[src/rtl/mem_port_arbiter.sv]
// mem_port_arbiter: shares one single-ported memory between the fetch stage
// and the MEM stage. MEM stage has fixed priority. It sequences a variable-latency
// req/ready access, returns registered data with one-cycle valid pulses,
// and aborts an access that waits too long (sticky err).
module mem_port_arbiter #(
  parameter int ADDR_W  = 32,
  parameter int DATA_W  = 32,
  parameter int TIMEOUT = 255
) (
  input  logic              clk,
  input  logic              rst,
  // fetch port
  input  logic              ireq,
  input  logic [ADDR_W-1:0] iaddr,
  output logic [DATA_W-1:0] irdata,
  output logic              ivalid,
  output logic              istall,
  // MEM-stage port
  input  logic              dreq,
  input  logic              dwe,
  input  logic [ADDR_W-1:0] daddr,
  input  logic [DATA_W-1:0] dwdata,
  output logic [DATA_W-1:0] drdata,
  output logic              dvalid,
  output logic              dstall,
  // memory side
  output logic              mem_req,
  output logic              mem_we,
  output logic [ADDR_W-1:0] mem_addr,
  output logic [DATA_W-1:0] mem_wdata,
  input  logic              mem_ready,
  input  logic [DATA_W-1:0] mem_rdata,
  output logic              err
);

  typedef enum logic [1:0] {IDLE, BUSY_I, BUSY_D} state_t;

  // A 16-bit counter covers the full legal TIMEOUT range.
  localparam int                CNT_W   = 16;
  localparam logic [CNT_W-1:0]  CNT_ONE = CNT_W'(1);
  // The abort fires on the edge where the count would reach TIMEOUT.
  localparam logic [CNT_W-1:0]  CNT_TOP = CNT_W'(TIMEOUT - 1);

  state_t              state_q, state_d;
  logic [CNT_W-1:0]    cnt_q, cnt_d;
  logic [DATA_W-1:0]   irdata_q, irdata_d;
  logic [DATA_W-1:0]   drdata_q, drdata_d;
  logic                ivalid_q, ivalid_d;
  logic                dvalid_q, dvalid_d;
  logic                mem_req_q, mem_req_d;
  logic                mem_we_q, mem_we_d;
  logic [ADDR_W-1:0]   mem_addr_q, mem_addr_d;
  logic [DATA_W-1:0]   mem_wdata_q, mem_wdata_d;
  logic                err_q, err_d;

  logic busy, done, abort, arb_en;
  logic i_elig, d_elig;

  // Completion/abort qualifiers and per-requester eligibility for this edge.
  always_comb begin
    busy   = (state_q != IDLE);
    done   = busy & mem_ready;
    abort  = busy & ~mem_ready & (cnt_q >= CNT_TOP);
    // Re-arbitrate in IDLE or on a completion; never on an abort edge.
    arb_en = (state_q == IDLE) | done;
    // A requester finishing on this edge still holds its req, so mask it
    // out until its valid pulse has been seen.
    d_elig = dreq & ~dvalid_q & ~(done & (state_q == BUSY_D));
    i_elig = ireq & ~ivalid_q & ~(done & (state_q == BUSY_I));
  end

  // Next-state and registered-output computation.
  always_comb begin
    state_d     = state_q;
    cnt_d       = cnt_q;
    irdata_d    = irdata_q;
    drdata_d    = drdata_q;
    ivalid_d    = 1'b0;
    dvalid_d    = 1'b0;
    mem_req_d   = mem_req_q;
    mem_we_d    = mem_we_q;
    mem_addr_d  = mem_addr_q;
    mem_wdata_d = mem_wdata_q;
    err_d       = err_q;

    case (state_q)
      BUSY_I: begin
        if (mem_ready) begin
          irdata_d = mem_rdata;
          ivalid_d = 1'b1;
          cnt_d    = '0;
        end else if (abort) begin
          irdata_d  = '0;
          ivalid_d  = 1'b1;
          err_d     = 1'b1;
          cnt_d     = '0;
          state_d   = IDLE;
          mem_req_d = 1'b0;
          mem_we_d  = 1'b0;
        end else begin
          cnt_d = cnt_q + CNT_ONE;
        end
      end
      BUSY_D: begin
        // mem_we_q still holds the access type latched at grant.
        if (mem_ready) begin
          if (!mem_we_q) drdata_d = mem_rdata;
          dvalid_d = 1'b1;
          cnt_d    = '0;
        end else if (abort) begin
          if (!mem_we_q) drdata_d = '0;
          dvalid_d  = 1'b1;
          err_d     = 1'b1;
          cnt_d     = '0;
          state_d   = IDLE;
          mem_req_d = 1'b0;
          mem_we_d  = 1'b0;
        end else begin
          cnt_d = cnt_q + CNT_ONE;
        end
      end
      default: ;
    endcase

    if (arb_en) begin
      if (d_elig) begin
        state_d     = BUSY_D;
        mem_req_d   = 1'b1;
        mem_we_d    = dwe;
        mem_addr_d  = daddr;
        mem_wdata_d = dwdata;
      end else if (i_elig) begin
        state_d    = BUSY_I;
        mem_req_d  = 1'b1;
        mem_we_d   = 1'b0;
        mem_addr_d = iaddr;
      end else begin
        state_d   = IDLE;
        mem_req_d = 1'b0;
        mem_we_d  = 1'b0;
      end
    end
  end

  // State and output registers; reset abandons any access in flight.
  always_ff @(posedge clk or posedge rst) begin
    if (rst) begin
      state_q     <= IDLE;
      cnt_q       <= '0;
      irdata_q    <= '0;
      drdata_q    <= '0;
      ivalid_q    <= 1'b0;
      dvalid_q    <= 1'b0;
      mem_req_q   <= 1'b0;
      mem_we_q    <= 1'b0;
      mem_addr_q  <= '0;
      mem_wdata_q <= '0;
      err_q       <= 1'b0;
    end else begin
      state_q     <= state_d;
      cnt_q       <= cnt_d;
      irdata_q    <= irdata_d;
      drdata_q    <= drdata_d;
      ivalid_q    <= ivalid_d;
      dvalid_q    <= dvalid_d;
      mem_req_q   <= mem_req_d;
      mem_we_q    <= mem_we_d;
      mem_addr_q  <= mem_addr_d;
      mem_wdata_q <= mem_wdata_d;
      err_q       <= err_d;
    end
  end

  assign irdata    = irdata_q;
  assign ivalid    = ivalid_q;
  assign drdata    = drdata_q;
  assign dvalid    = dvalid_q;
  assign mem_req   = mem_req_q;
  assign mem_we    = mem_we_q;
  assign mem_addr  = mem_addr_q;
  assign mem_wdata = mem_wdata_q;
  assign err       = err_q;

  // Stalls are the only combinational outputs: request pending, no valid yet.
  assign istall = ireq & ~ivalid_q;
  assign dstall = dreq & ~dvalid_q;

endmodule

[config.mk]
export PLATFORM = sky130hd
export DESIGN_NAME = mem_port_arbiter
export DESIGN_NICKNAME = d
export VERILOG_FILES = /design/src/rtl/mem_port_arbiter.sv
export SDC_FILE = /design/constraint.sdc
export NUM_CORES = 1
export LEC_CHECK = 0
export BUFFER_PORTS_ARGS = -buffer_cell sky130_fd_sc_hd__buf_2
export CORE_ASPECT_RATIO = 0.9
export CORE_MARGIN = 4
export CORE_UTILIZATION = 50
export CTS_CLUSTER_SIZE = 30
export DETAILED_ROUTE_END_ITERATION = 10
export GPL_TIMING_DRIVEN = 0
export HOLD_SLACK_MARGIN = 0.06
export MAX_ROUTING_LAYER = met4
export PLACE_DENSITY = 0.81
export SLEW_MARGIN = 15
export SYNTH_ARGS = -nofsm -noshare
export SYNTH_HDL_FRONTEND = slang
export SYNTH_SLANG_ARGS = --single-unit
[constraint.sdc]
create_clock -name clk -period 5 [get_ports clk]
set_input_delay 0.25 -clock clk [delete_from_list [all_inputs] [get_ports clk]]
set_output_delay 0.25 -clock clk [all_outputs]
set_load 0.02 [all_outputs]
==> reports/summary.txt <==
GRT Overall Usage -> 27.11%
CP arrival -> 2.51 ns
CTS max path bufs -> 2
critical path required time -> 5.30 ns
Initial Utilization -> 51.41%
root cell of the clock tree -> clkbuf_16
routability cong. -> 0.8827
largest net degree at the start of global routing -> 105
Vias/cell -> 5.209
layout cells sized above 1 -> 42.59%
Period minus WS final -> 2.208 ns
CP cell instances -> inv_1 > ha_1 > buf_2 > o21ai_2 > buf_4 > mux2_2 > mux2_2
wire length per cell -> 17.66 um
Seq cells post-synth -> 151
1st-pass router iterations -> 5
Worst Hold Class -> input port to register
P per Cell Area -> 622.1 nW/um^2
Starting DRT DRC Count -> 458
Core ar. -> 14160 um^2
Chip Height -> 122.5 um
vias after detailed routing -> 6313
Post-Syn Area per Cell -> 10.63 um^2
first-pass GRT wire length -> 33.98 mm
Syn Std Cell Area -> 7278 um^2
unrepaired setup endpoints after global routing -> no
Slew Limit Fails -> 0
syn_nets -> 824
Synth cell types -> 37
Remaining DRCs -> 0
status -> finished clean
post-synthesis to final-layout area growth -> 34.76%
MaxCap Viol Count -> 0
final hold viol count -> 0
die area -> 16550 um^2
worst r2r path cells -> 7
CTS clock-pin slew for the worst setup and hold paths -> 0.06 ns
period utilisation layout -> 44.15%
commonest non-fill, non-tap cell in the layout -> buf_2
CTS sink count -> 151
Mapped Cells -> 685
CP Capture Type -> register
sequential cell area fraction in the yosys report -> 51.92%
clk_lat worst skew -> 0.42 ns
DP Cell Count -> 1147
Slew headroom -> 62.09%
Max VDD drop -> 0.4311 mV
worst stage delay on the critical path -> 0.38 ns
Die X-Extent -> 135.2 um
hold path cells -> 3
# H-tree levels -> 4
Post-DP HPWL -> 15.21 mm
Leakage Power -> 4.426 nW
routed wire length -> 21.41 mm
Antenna Cells -> 0
# rows -> 41
most used cell, CP -> mux2_2
remaining global-route overflow -> 0
Yosys warnings -> 0
CP max stage cell -> dfrtp_1
initial antenna violation count -> 0
vias in the first global route -> 6586
CP max FO -> 10
achievable frequency -> 453.0 MHz
Worst-Margin Slew -> 0.5687 ns
Top-Level Pins -> 269
Setup Skew -> 0.006260 ns
critical path type -> register to register
CTS tree -> done
Port Buf Inserts -> 268
final core utilization -> 69.27%
commonest non-fill, non-tap cells in the layout -> 276 x buf_2, 151 x dfrtp_1, 96 x mux2_2, 67 x nand2b_1, 64 x a21oi_1
post-CTS sizing -> 0
# nets final -> 1146
TritonCTS buffer count -> 17
Final Instance Count excl. Fillers -> 1212
Post-DRT Antenna Nets -> 0
CP startpoint kind -> register
final setup fails -> 0
[worst max-delay path: cells and delay by family, from the launching register on]
| family | cells | cell delay [ns] |
|---|---|---|
| adder cells (fa/ha/maj) | 1 | 0.19 |
| AO/OA/AOI/OAI | 1 | 0.32 |
| multiplexers | 2 | 0.66 |
| buffers and inverters | 3 | 0.53 |
| flip-flops | 1 | 0.38 |
[Yosys cell counts, drive strengths merged]
master  instances  area (um^2)
o21bai          1        7.510
xnor2          11        96.34
and2            1        6.260
mux2           96         1081
o21a            2        15.01
a21oi          64        320.3
nor4            6        43.79
nor2           53        215.2
dfrtp         151         3779
nor2b          36        225.2
buf            19        126.4
nand2          47        176.4
and2b           1        8.760
inv             8        30.03
o211a           1        17.52
clkbuf         25        97.59
nor3            4        20.02
mux2i           1        10.01
ha              5        62.56
o22ai           2        12.51
o32ai           1        8.760
o21ai          72        416.7
nand2b         67        419.2
xor2            2        17.52
o211ai          1        7.510
a21o            1        7.510
nand4           7        50.05
[metrics by stage]
step / area (um^2) / hold WS, ns / setup TNS, ns / power (mW) / worst slack, ns
4_1_cts: 9808 / 0.06014 / 0 / 6.107 / 2.832
5_1_grt: 9808 / 0.06425 / 0 / 6.482 / 2.736
6_report: 9808 / 0.07656 / 0 / 6.102 / 2.792
2_1_floorplan: 7278 / 0.3797 / 0 / 3.867 / 0.6853
3_5_place_dp: 8896 / 0.2711 / 0 / 4.809 / 2.851
3_3_place_gp: 8861 / 0.4355 / -164.97 / 4.723 / -1.106
[path summary, 6_finish.rpt]
check / startpoint / to / slack, ns
max in group asynchronous: rst / irdata[16] / 3.78
setup reg to reg: state_q[0] / mem_addr[25] / 2.79
hold / removal: mem_rdata[8] / irdata[8] / 0.08
hold reg to reg: err / err / 0.46
min in group asynchronous: rst / mem_wdata[14] / 0.40
setup / recovery: state_q[0] / mem_addr[25] / 2.79
[layout make-up]
cell class              instances  area, um^2
inverters                       8       37.54
multi-input cells             482        3246
well taps                     193       241.5
flip-flops and latches        151        3779
clock buffers                  18       439.2
repair buffers                303        1709
clock inverters                13       132.6
plain buffers                  44       224.0
fillers                      1117        4350
[layer usage]
layer	track usage [%]	routed length, um	part of all wire, %	vias to the layer above
met5	-	0	0	-
met4	9.635	541	2.5	0
met3	7.295	1467	6.9	39
met2	43.87	10690	50	227
met1	33.10	8705	41	3075
li1	-	-	-	2972
[power by group]
group	switching, mW	leakage, nW	internal (mW)
Combinational	1.66	2.46	1.11
Sequential	0.341	1.70	1.74
Clock	0.512	0.273	0.741
[registers in the layout (all words and copies together) (netlist names)]
name       flops
irdata        32
drdata        32
mem_addr      32
state_q        2
dvalid         1
ivalid         1
mem_wdata     32
err            1
cnt_q         16
mem_we         1
mem_req        1
[cells by family (layout without fill, tap and decap cells)]
| group | after synthesis | in the layout | share of synthesized area [%] |
|---|---|---|---|
| buf+inv | 52 | 386 | 3.490 |
| mux | 97 | 97 | 14.99 |
| xor+xnor | 13 | 13 | 1.564 |
| flops | 151 | 151 | 51.92 |
| simple gates | 222 | 222 | 16.00 |
| compound gates | 145 | 145 | 11.17 |
| fa+ha+maj | 5 | 5 | 0.8595 |
[repair_timing]
item                                   CTS  global route
hold buffers                            34             0
buffers inserted                         0             0
endpoints found under the hold margin   80             0
(Power assumes the default switching activity.)
